[config.mk]
export PLATFORM = sky130hd
export DESIGN_NAME = round_select_pipe
export DESIGN_NICKNAME = d
export VERILOG_FILES = /design/src/rtl/round_select_pipe.sv
export SDC_FILE = /design/constraint.sdc
export NUM_CORES = 1
export LEC_CHECK = 0
export ABC_AREA = 1
export CAP_MARGIN = 20
export CORE_AREA = 2 2 62 52
export DETAILED_ROUTE_END_ITERATION = 8
export DIE_AREA = 0 0 64 54
export PLACE_DENSITY = 0.75
export SETUP_SLACK_MARGIN = 0.3
export SLEW_MARGIN = 0
export SYNTH_ARGS = -nofsm -noshare
export SYNTH_HDL_FRONTEND = slang
export SYNTH_SLANG_ARGS = --single-unit
[constraint.sdc]
create_clock -name clock -period 2.2 [get_ports clock]
set_input_delay 0.44 -clock clock [delete_from_list [all_inputs] [get_ports clock]]
set_output_delay 0.44 -clock clock [all_outputs]
set_load 0.02 [all_outputs]
[src/rtl/round_select_pipe.sv]
// Two-stage valid/ready rounding pipe: stage 1 splits the fraction into
// frac/trailing/sticky, stage 2 applies the selected rounding mode.
module round_select_pipe #(
  parameter int IN_WIDTH      = 12,
  parameter int FRAC          = 8,
  parameter int TRAILING_BITS = 2
) (
  input  logic                clock,
  input  logic                reset,
  input  logic                inValid,
  output logic                inReady,
  input  logic [IN_WIDTH-1:0] inData,
  input  logic                inSign,
  input  logic [2:0]          inMode,
  output logic                outValid,
  input  logic                outReady,
  output logic [FRAC-1:0]     outFrac,
  output logic                outCarry,
  output logic                outInexact,
  output logic                outSign
);

  localparam int FT = FRAC + TRAILING_BITS;
  localparam int PW = (IN_WIDTH > FT) ? IN_WIDTH : FT;

  // Left-justify the input so short inputs get zero bits below bit 0.
  logic [PW-1:0]            padded;
  logic [FRAC-1:0]          in_frac;
  logic [TRAILING_BITS-1:0] in_trail;
  logic                     in_sticky;

  assign padded   = PW'(inData) << (PW - IN_WIDTH);
  assign in_frac  = padded[PW-1 -: FRAC];
  assign in_trail = padded[PW-FRAC-1 -: TRAILING_BITS];

  generate
    if (PW > FT) begin : g_sticky
      assign in_sticky = |padded[PW-FT-1:0];
    end else begin : g_no_sticky
      assign in_sticky = 1'b0;
    end
  endgenerate

  logic                     s1_valid;
  logic [FRAC-1:0]          s1_frac;
  logic [TRAILING_BITS-1:0] s1_trail;
  logic                     s1_sticky;
  logic                     s1_sign;
  logic [2:0]               s1_mode;

  logic s2_adv;
  logic s1_adv;

  assign s2_adv  = !outValid || outReady;
  assign s1_adv  = !s1_valid || s2_adv;
  assign inReady = s1_adv;

  logic            half;
  logic            rest;
  logic            inexact;
  logic            inc;
  logic [FRAC:0]   sum;

  assign half = s1_trail[TRAILING_BITS-1];

  generate
    if (TRAILING_BITS > 1) begin : g_rest
      assign rest = (|s1_trail[TRAILING_BITS-2:0]) | s1_sticky;
    end else begin : g_rest_sticky
      assign rest = s1_sticky;
    end
  endgenerate

  assign inexact = half | rest;

  // Codes 5-7 fall into the default arm and round to nearest even.
  always_comb begin
    inc = 1'b0;
    case (s1_mode)
      3'd1:    inc = 1'b0;
      3'd2:    inc = inexact & ~s1_sign;
      3'd3:    inc = inexact & s1_sign;
      3'd4:    inc = half;
      default: inc = half & (rest | s1_frac[0]);
    endcase
  end

  assign sum = {1'b0, s1_frac} + {{FRAC{1'b0}}, inc};

  always_ff @(posedge clock) begin
    if (reset) begin
      s1_valid   <= 1'b0;
      s1_frac    <= '0;
      s1_trail   <= '0;
      s1_sticky  <= 1'b0;
      s1_sign    <= 1'b0;
      s1_mode    <= '0;
      outValid   <= 1'b0;
      outFrac    <= '0;
      outCarry   <= 1'b0;
      outInexact <= 1'b0;
      outSign    <= 1'b0;
    end else begin
      if (s1_adv) begin
        s1_valid <= inValid;
        if (inValid) begin
          s1_frac   <= in_frac;
          s1_trail  <= in_trail;
          s1_sticky <= in_sticky;
          s1_sign   <= inSign;
          s1_mode   <= inMode;
        end
      end
      if (s2_adv) begin
        outValid <= s1_valid;
        if (s1_valid) begin
          outFrac    <= sum[FRAC-1:0];
          outCarry   <= sum[FRAC];
          outInexact <= inexact;
          outSign    <= s1_sign;
        end
      end
    end
  end

endmodule
==> impl_metrics.yaml, run 1 <==
logic_synthesis:
  synthFlopType: "dfxtp_1"
  yosysWarnings: 0
  yosysUniqueCellTypes: 25
  synth_top_area_share_pct: 43.0
  synthCells: 175
  ys_seq_area_share_pct: 43.0
  syn_nets: 197
  async_reset_ff_share_pct: 0
  synth_edf_count: 0
  synthMostInstantiatedCell: "nor2_1"
  synthTopCellsByArea: "dfxtp_1 (43%), nor2_1 (11%), nand2_1 (5.8%)"
  synthesis.area_mm2: 0.00130
  synth_commonest_cells: "nor2_1 (39), dfxtp_1 (28), nand2_1 (20)"
  ys_ff_latch: 28
  syn_area_per_cell_um2: 7.44
  synth_top_area_cell: "dfxtp_1"
route:
  routedWlPerCell_um: 11.3
  drc_errors: 0
  vias: 1199
  viasPerCell: 4.80
  dr.first_iter.drc_count: 25
  routed_wirelength_um: 2830
  antenna_left: 0
  drtPass1Iterations: 4
timing:
  clock_skew_ns: 0.00559
  min_period_ns: 1.81
  slew_headroom_pct: 65.0
  min_period_over_period_pct: 82.1
  tightestPinTransition_ns: 0.525
  drv_slew: 0
  max_freq_mhz: 554
  rsz0062_at_grt: "no"
  finalHoldViolCount: 0
  timing.setup.tns_ns: 0
  finalSetupViolations: 0
  layout_setup_ws_ns: 0.393
clocking:
  cts_buffers: 3
  root_buffer: "clkbuf_4"
  tritoncts: "yes"
  clock_latency_ns: 0.32
  path_clk_slew_ns: 0.14
  cts_buffer_depth: 2
  clock-sinks: 28
  cts_max_level: 1
min_path:
  holdPathStages: 2
  hp-class: "flop to flop"
critical_path:
  crit_family: "buffers and inverters"
  path_depth: 4
  required_ns: 1.76
  max_stage_delay_ns: 0.47
  slowest_stage: "clkdlybuf4s50_1"
  endpoint_kind: "primary output"
  worstPathCellList: "clkdlybuf4s50_1 > inv_2 > nand3_2 > dlygate4sd2_1"
  startpoint_type: "input port"
  worstPathArrival_ns: 1.37
  path_max_fanout: 3
  worstSetupPathType: "input port to primary output"
  crit_buf_inv: 3
  rr_worst_depth: 11
die:
  start_util_pct: 44.8
  fp-row-count: 18
  ios: 33
  die_y_um: 54
  dieWidth_um: 64
  die_area_mm2: 0.00346
  coreArea_mm2: 0.00291
power:
  peakVddDrop_uv: 385
  power_per_cell_area_mw_per_mm2: 593
  power_mw: 1.03
  leakage_nw: 0.707
placement:
  place_ws_ns: 0.113
  routabilityCongestion: 0.847
  port_buffers: 32
  dpl-instance-area_mm2: 0.00165
  hpwl_um: 2090
grt:
  antenna_found_initial: 0
  grt_max_degree: 21
  grt_usage_pct: 17.6
  grt_pass1_wl_um: 4580
  overflow: 0
  first_global_vias: 1048
status:
  status: "completed"
final_layout:
  seq_area_um2: 563
  area_growth_syn_to_layout_pct: 32.9
  drive_gt1_share_pct: 17.6
  final_nets: 233
  antennaDiodeCount: 0
  fin_area_mm2: 0.00173
  multi_input_area_um2: 653
  fill_cells: 283
run:
  cap_violations: 0
-- path summary, 6_finish.rpt --
kind,to,slack (ns),from
hold reg to reg,outInexact,0.49,outInexact
hold / removal,outInexact,0.49,outInexact
setup / recovery,inReady,0.39,outReady
setup reg to reg,outFrac[4],0.47,s1_mode[0]
-- layer usage --
| metal | wire (um) | vias up | GRT usage [%] |
|---|---|---|---|
| li1 | - | 629 | - |
| met1 | 1330 | 531 | 19.8 |
| met2 | 1330 | 35 | 33.9 |
| met3 | 134 | 4 | 4.39 |
| met4 | 38 | 0 | 4.35 |
| met5 | 0 | - | 0 |
-- worst min-delay path, cell delays in order (launching register included) --
cell and delay, ns:
dfxtp_1 0.34, nand2_1 0.06, a21oi_1 0.06
-- flip-flops by register name (all words and copies together), names as in the netlist --
register    cells
s1_trail        2
s1_sign         1
s1_sticky       1
outCarry        1
outSign         1
outValid        1
outInexact      1
s1_mode         3
s1_valid        1
s1_frac         8
outFrac         8
-- cells in the final DEF, fill, tap and decap left out --
master,n
dlymetal6s2s_1,1
clkdlybuf4s50_1,30
o21bai_1,3
inv_4,1
ha_4,1
dfxtp_1,26
a21oi_2,3
nand2_4,2
o21ai_0,10
nand4_1,1
nand2_1,19
or2_2,1
clkbuf_8,1
nor3_1,1
xnor2_1,1
nand3_1,7
inv_1,14
dlygate4sd2_1,1
xor2_1,1
buf_4,5
nor2_1,38
nand3_2,3
clkbuf_4,3
a21oi_1,7
o21ai_1,11
nor2_4,1
ha_2,1
inv_2,3
nor2_2,10
nand3b_1,1
dfxtp_2,2
or2_1,1
-- cell families after synthesis --
| kind of cell | after synthesis | share of synthesized area [%] |
|---|---|---|
| AND/OR/NAND/NOR | 85 | 30.1 |
| AO/OA/AOI/OAI | 34 | 14.5 |
| flip-flops | 28 | 43.0 |
| buffers and inverters | 24 | 9.13 |
| XOR/XNOR | 2 | 1.35 |
| adder cells (fa/ha/maj) | 2 | 1.92 |
-- area by class of cell --
cell class | instances | share of cell area [%]
inverters | 18 | 4.05
clock buffers | 4 | 2.10
multi-input cells | 123 | 37.7
flip-flops and latches | 28 | 32.5
well taps | 40 | 2.89
repair buffers | 37 | 20.7
-- stage by stage --
stage / hold slack (ns) / util [%] / instances
6_report: 0.485 / 59.6 / 250
5_1_grt: 0.495 / 59.6 / 250
4_1_cts: 0.490 / 57.9 / 248
3_5_place_dp: 0.469 / 56.7 / 244
3_3_place_gp: 0.454 / 56.7 / 244
2_1_floorplan: 0.454 / - / 175
-- power by group --
part / internal (mW) / leakage, nW / switching (mW) / total, mW
Combinational: 0.103 / 0.454 / 0.104 / 0.207
Sequential: 0.543 / 0.232 / 0.0301 / 0.573
Clock: 0.101 / 0.0210 / 0.145 / 0.246
-- what timing repair did --
| item | 4_1_cts | 5_1_grt |
|---|---|---|
| setup endpoints to repair | 1 | 4 |
| gates resized for setup | 1 | 10 |
| hold buffers | 0 | 0 |
| pin swaps | 0 | 1 |
| buffers inserted | 0 | 2 |
No activity file was read; power rests on OpenSTA's default activity.
==> inputs of run 2 (changes only) <==
--- a/config.mk
+++ b/config.mk
@@ -7,10 +7,10 @@
 export LEC_CHECK = 0
 export ABC_AREA = 1
 export CAP_MARGIN = 20
-export CORE_AREA = 2 2 62 52
+export CORE_AREA = 2 2 65 55
 export DETAILED_ROUTE_END_ITERATION = 8
-export DIE_AREA = 0 0 64 54
-export PLACE_DENSITY = 0.75
+export DIE_AREA = 0 0 67 57
+export PLACE_DENSITY = 0.71
 export SETUP_SLACK_MARGIN = 0.3
 export SLEW_MARGIN = 0
 export SYNTH_ARGS = -nofsm -noshare
==> constraint.sdc (replaced) <==
create_clock -name clock -period 1.6 [get_ports clock]
set_input_delay 0.32 -clock clock [delete_from_list [all_inputs] [get_ports clock]]
set_output_delay 0.32 -clock clock [all_outputs]
set_load 0.02 [all_outputs]
==> run 2 against run 1 <==
Compared with the run above: the run now ends with setup timing left; combinational power increased by 60%; sequential power grew 38%; cell count rose by 5.2%; first-iteration DRC count rose to 2.8 times the previous value; cell area increased by 11%; sequential cell count did not move; critical path depth increased by 7; critical path type is now flop to flop; largest power group unchanged; highest routed layer unchanged.
==> impl_metrics.yaml, run 2 (same netlist as run 1, synthesis figures left out) <==
die:
  fp-row-count: 19
  coreArea_mm2: 0.00323
  start_util_pct: 40.3
  ios: 33
  die_y_um: 57
  die_area_mm2: 0.00382
  dieWidth_um: 67
status:
  violations: "setup timing"
  status: "finished with violations"
grt:
  antenna_found_initial: 0
  first_global_vias: 1104
  overflow: 0
  grt_max_degree: 21
  grt_pass1_wl_um: 5010
  grt_usage_pct: 17.3
final_layout:
  fin_area_mm2: 0.00192
  stdcell_count: 263
  reg_top3: "outFrac: 8 flops, s1_frac: 8 flops, s1_mode: 3 flops"
  final_common_cell: "nor2_1"
  final_cell_mix: "nor2_1 (37), dfxtp_1 (25), clkdlybuf4s50_1 (18)"
  drive_gt1_share_pct: 27.6
  antennaDiodeCount: 0
  area_growth_syn_to_layout_pct: 47.6
  final_nets: 244
  fin_util_pct: 59.4
placement:
  routabilityCongestion: 0.811
  hpwl_um: 2080
  dpl-instance-area_mm2: 0.00177
  place_inst: 255
  port_buffers: 32
run:
  cap_violations: 0
critical_path:
  worstSetupPathType: "flop to flop"
  required_ns: 1.79
  worstPathArrival_ns: 1.86
  endpoint_kind: "flop"
  worstPathCellList: "or2_4 > a21oi_2 > o21ai_1 > nand2_2 > ha_4 > buf_4 > nand3_2 > o21bai_1 > nand3_1 > nand2_1 > inv_1"
  crit_family: "simple AND/OR/NAND/NOR gates"
  rr_worst_depth: 11
  startpoint_type: "flop"
  slowest_stage: "dfxtp_2"
  max_stage_delay_ns: 0.34
  crit_buf_inv: 2
  path_max_fanout: 3
  path_depth: 11
power:
  power_mw: 1.69
  p_comb_share_pct: 19.7
  p_switching_mw: 0.443
  internal_power_mw: 1.25
  pwr-share-seq_pct: 46.7
  p_clk_share_pct: 33.6
  peakVddDrop_uv: 562
  switching_share_pct: 26.2
  power_per_cell_area_mw_per_mm2: 879
  leakage_nw: 0.778
route:
  antenna_left: 0
  viasPerCell: 4.74
  routedWlPerCell_um: 12.2
  wl_met1_um: 1510
  routed_wirelength_um: 3210
  drtPass1Iterations: 4
  wl_met2_um: 1480
  drc_errors: 0
  top_layer: "met4"
  dr.first_iter.drc_count: 69
  dr_wl_met3_um: 152
  vias: 1246
clocking:
  root_buffer: "clkbuf_8"
  clock-sinks: 28
  cts_max_level: 1
  cts_buffer_depth: 2
  clock_latency_ns: 0.28
  path_clk_slew_ns: 0.10
  tritoncts: "yes"
  cts_buffers: 3
min_path:
  hp-class: "flop to flop"
  holdPathStages: 2
timing:
  finalHoldViolCount: 0
  min_period_ns: 1.67
  slew_headroom_pct: 74.1
  rsz0062_at_grt: "yes"
  timing.setup.tns_ns: -0.184
  clock_skew_ns: 0.00425
  min_period_over_period_pct: 104
  max_freq_mhz: 600
  finalSetupViolations: 5
  drv_slew: 0
  layout_setup_ws_ns: -0.0680
  tightestPinTransition_ns: 0.388
run 2: layout make-up:
cell class	count	area, um2
Clock buffer	3	41.3
Clock inverter	1	30.0
Fill cell	339	1310
Inverter	18	76.3
Multi-Input combinational cell	123	702
Sequential cell	28	564
Tap cell	42	52.6
Timing Repair Buffer	46	440
Timing Repair inverter	2	15.0
run 2: worst paths after layout:
kind	startpoint	to	slack, ns
setup / recovery	s1_mode[1]	outFrac[5]	-0.07
hold / removal	outInexact	outInexact	0.47
setup reg to reg	s1_mode[1]	outFrac[5]	-0.07
hold reg to reg	outInexact	outInexact	0.47
run 2: power groups by stage:
stage | sequential (mW) | clock (mW) | combinational, mW
global placement | 0.800 | 0 | 0.306
CTS | 0.786 | 0.577 | 0.313
finish | 0.789 | 0.568 | 0.332
floorplan | 0.820 | 0 | 0.152
detailed placement | 0.801 | 0 | 0.313
global route | 0.797 | 0.596 | 0.362
run 2: timing repair:
item / in CTS / in global routing
gates resized for setup: 31 / 18
gates cloned: 0 / 2
buffers inserted: 2 / 0
setup endpoints to repair: 25 / 26
hold buffers: 0 / 0
pin swaps: 8 / 3
run 2: tightest hold or removal path, cell delays in order, from the launching register on:
cell and delay (ns):
dfxtp_1 0.32, nand2_1 0.06, a21oi_1 0.05
run 2: metal layers:
| metal | vias up | global-route usage [%] |
|---|---|---|
| met2 | 38 | 27.2 |
| met3 | 5 | 2.37 |
| li1 | 646 | - |
| met1 | 557 | 23.6 |
| met4 | 0 | 7.87 |
| met5 | - | 0 |
run 2: metrics by stage:
stage | worst slack, ns | hold slack [ns]
after global placement | -0.200 | 0.455
after global routing | -0.192 | 0.503
after floorplan | -0.0287 | 0.454
final | -0.0680 | 0.473
after CTS | -0.0811 | 0.472
after detailed placement | -0.210 | 0.460
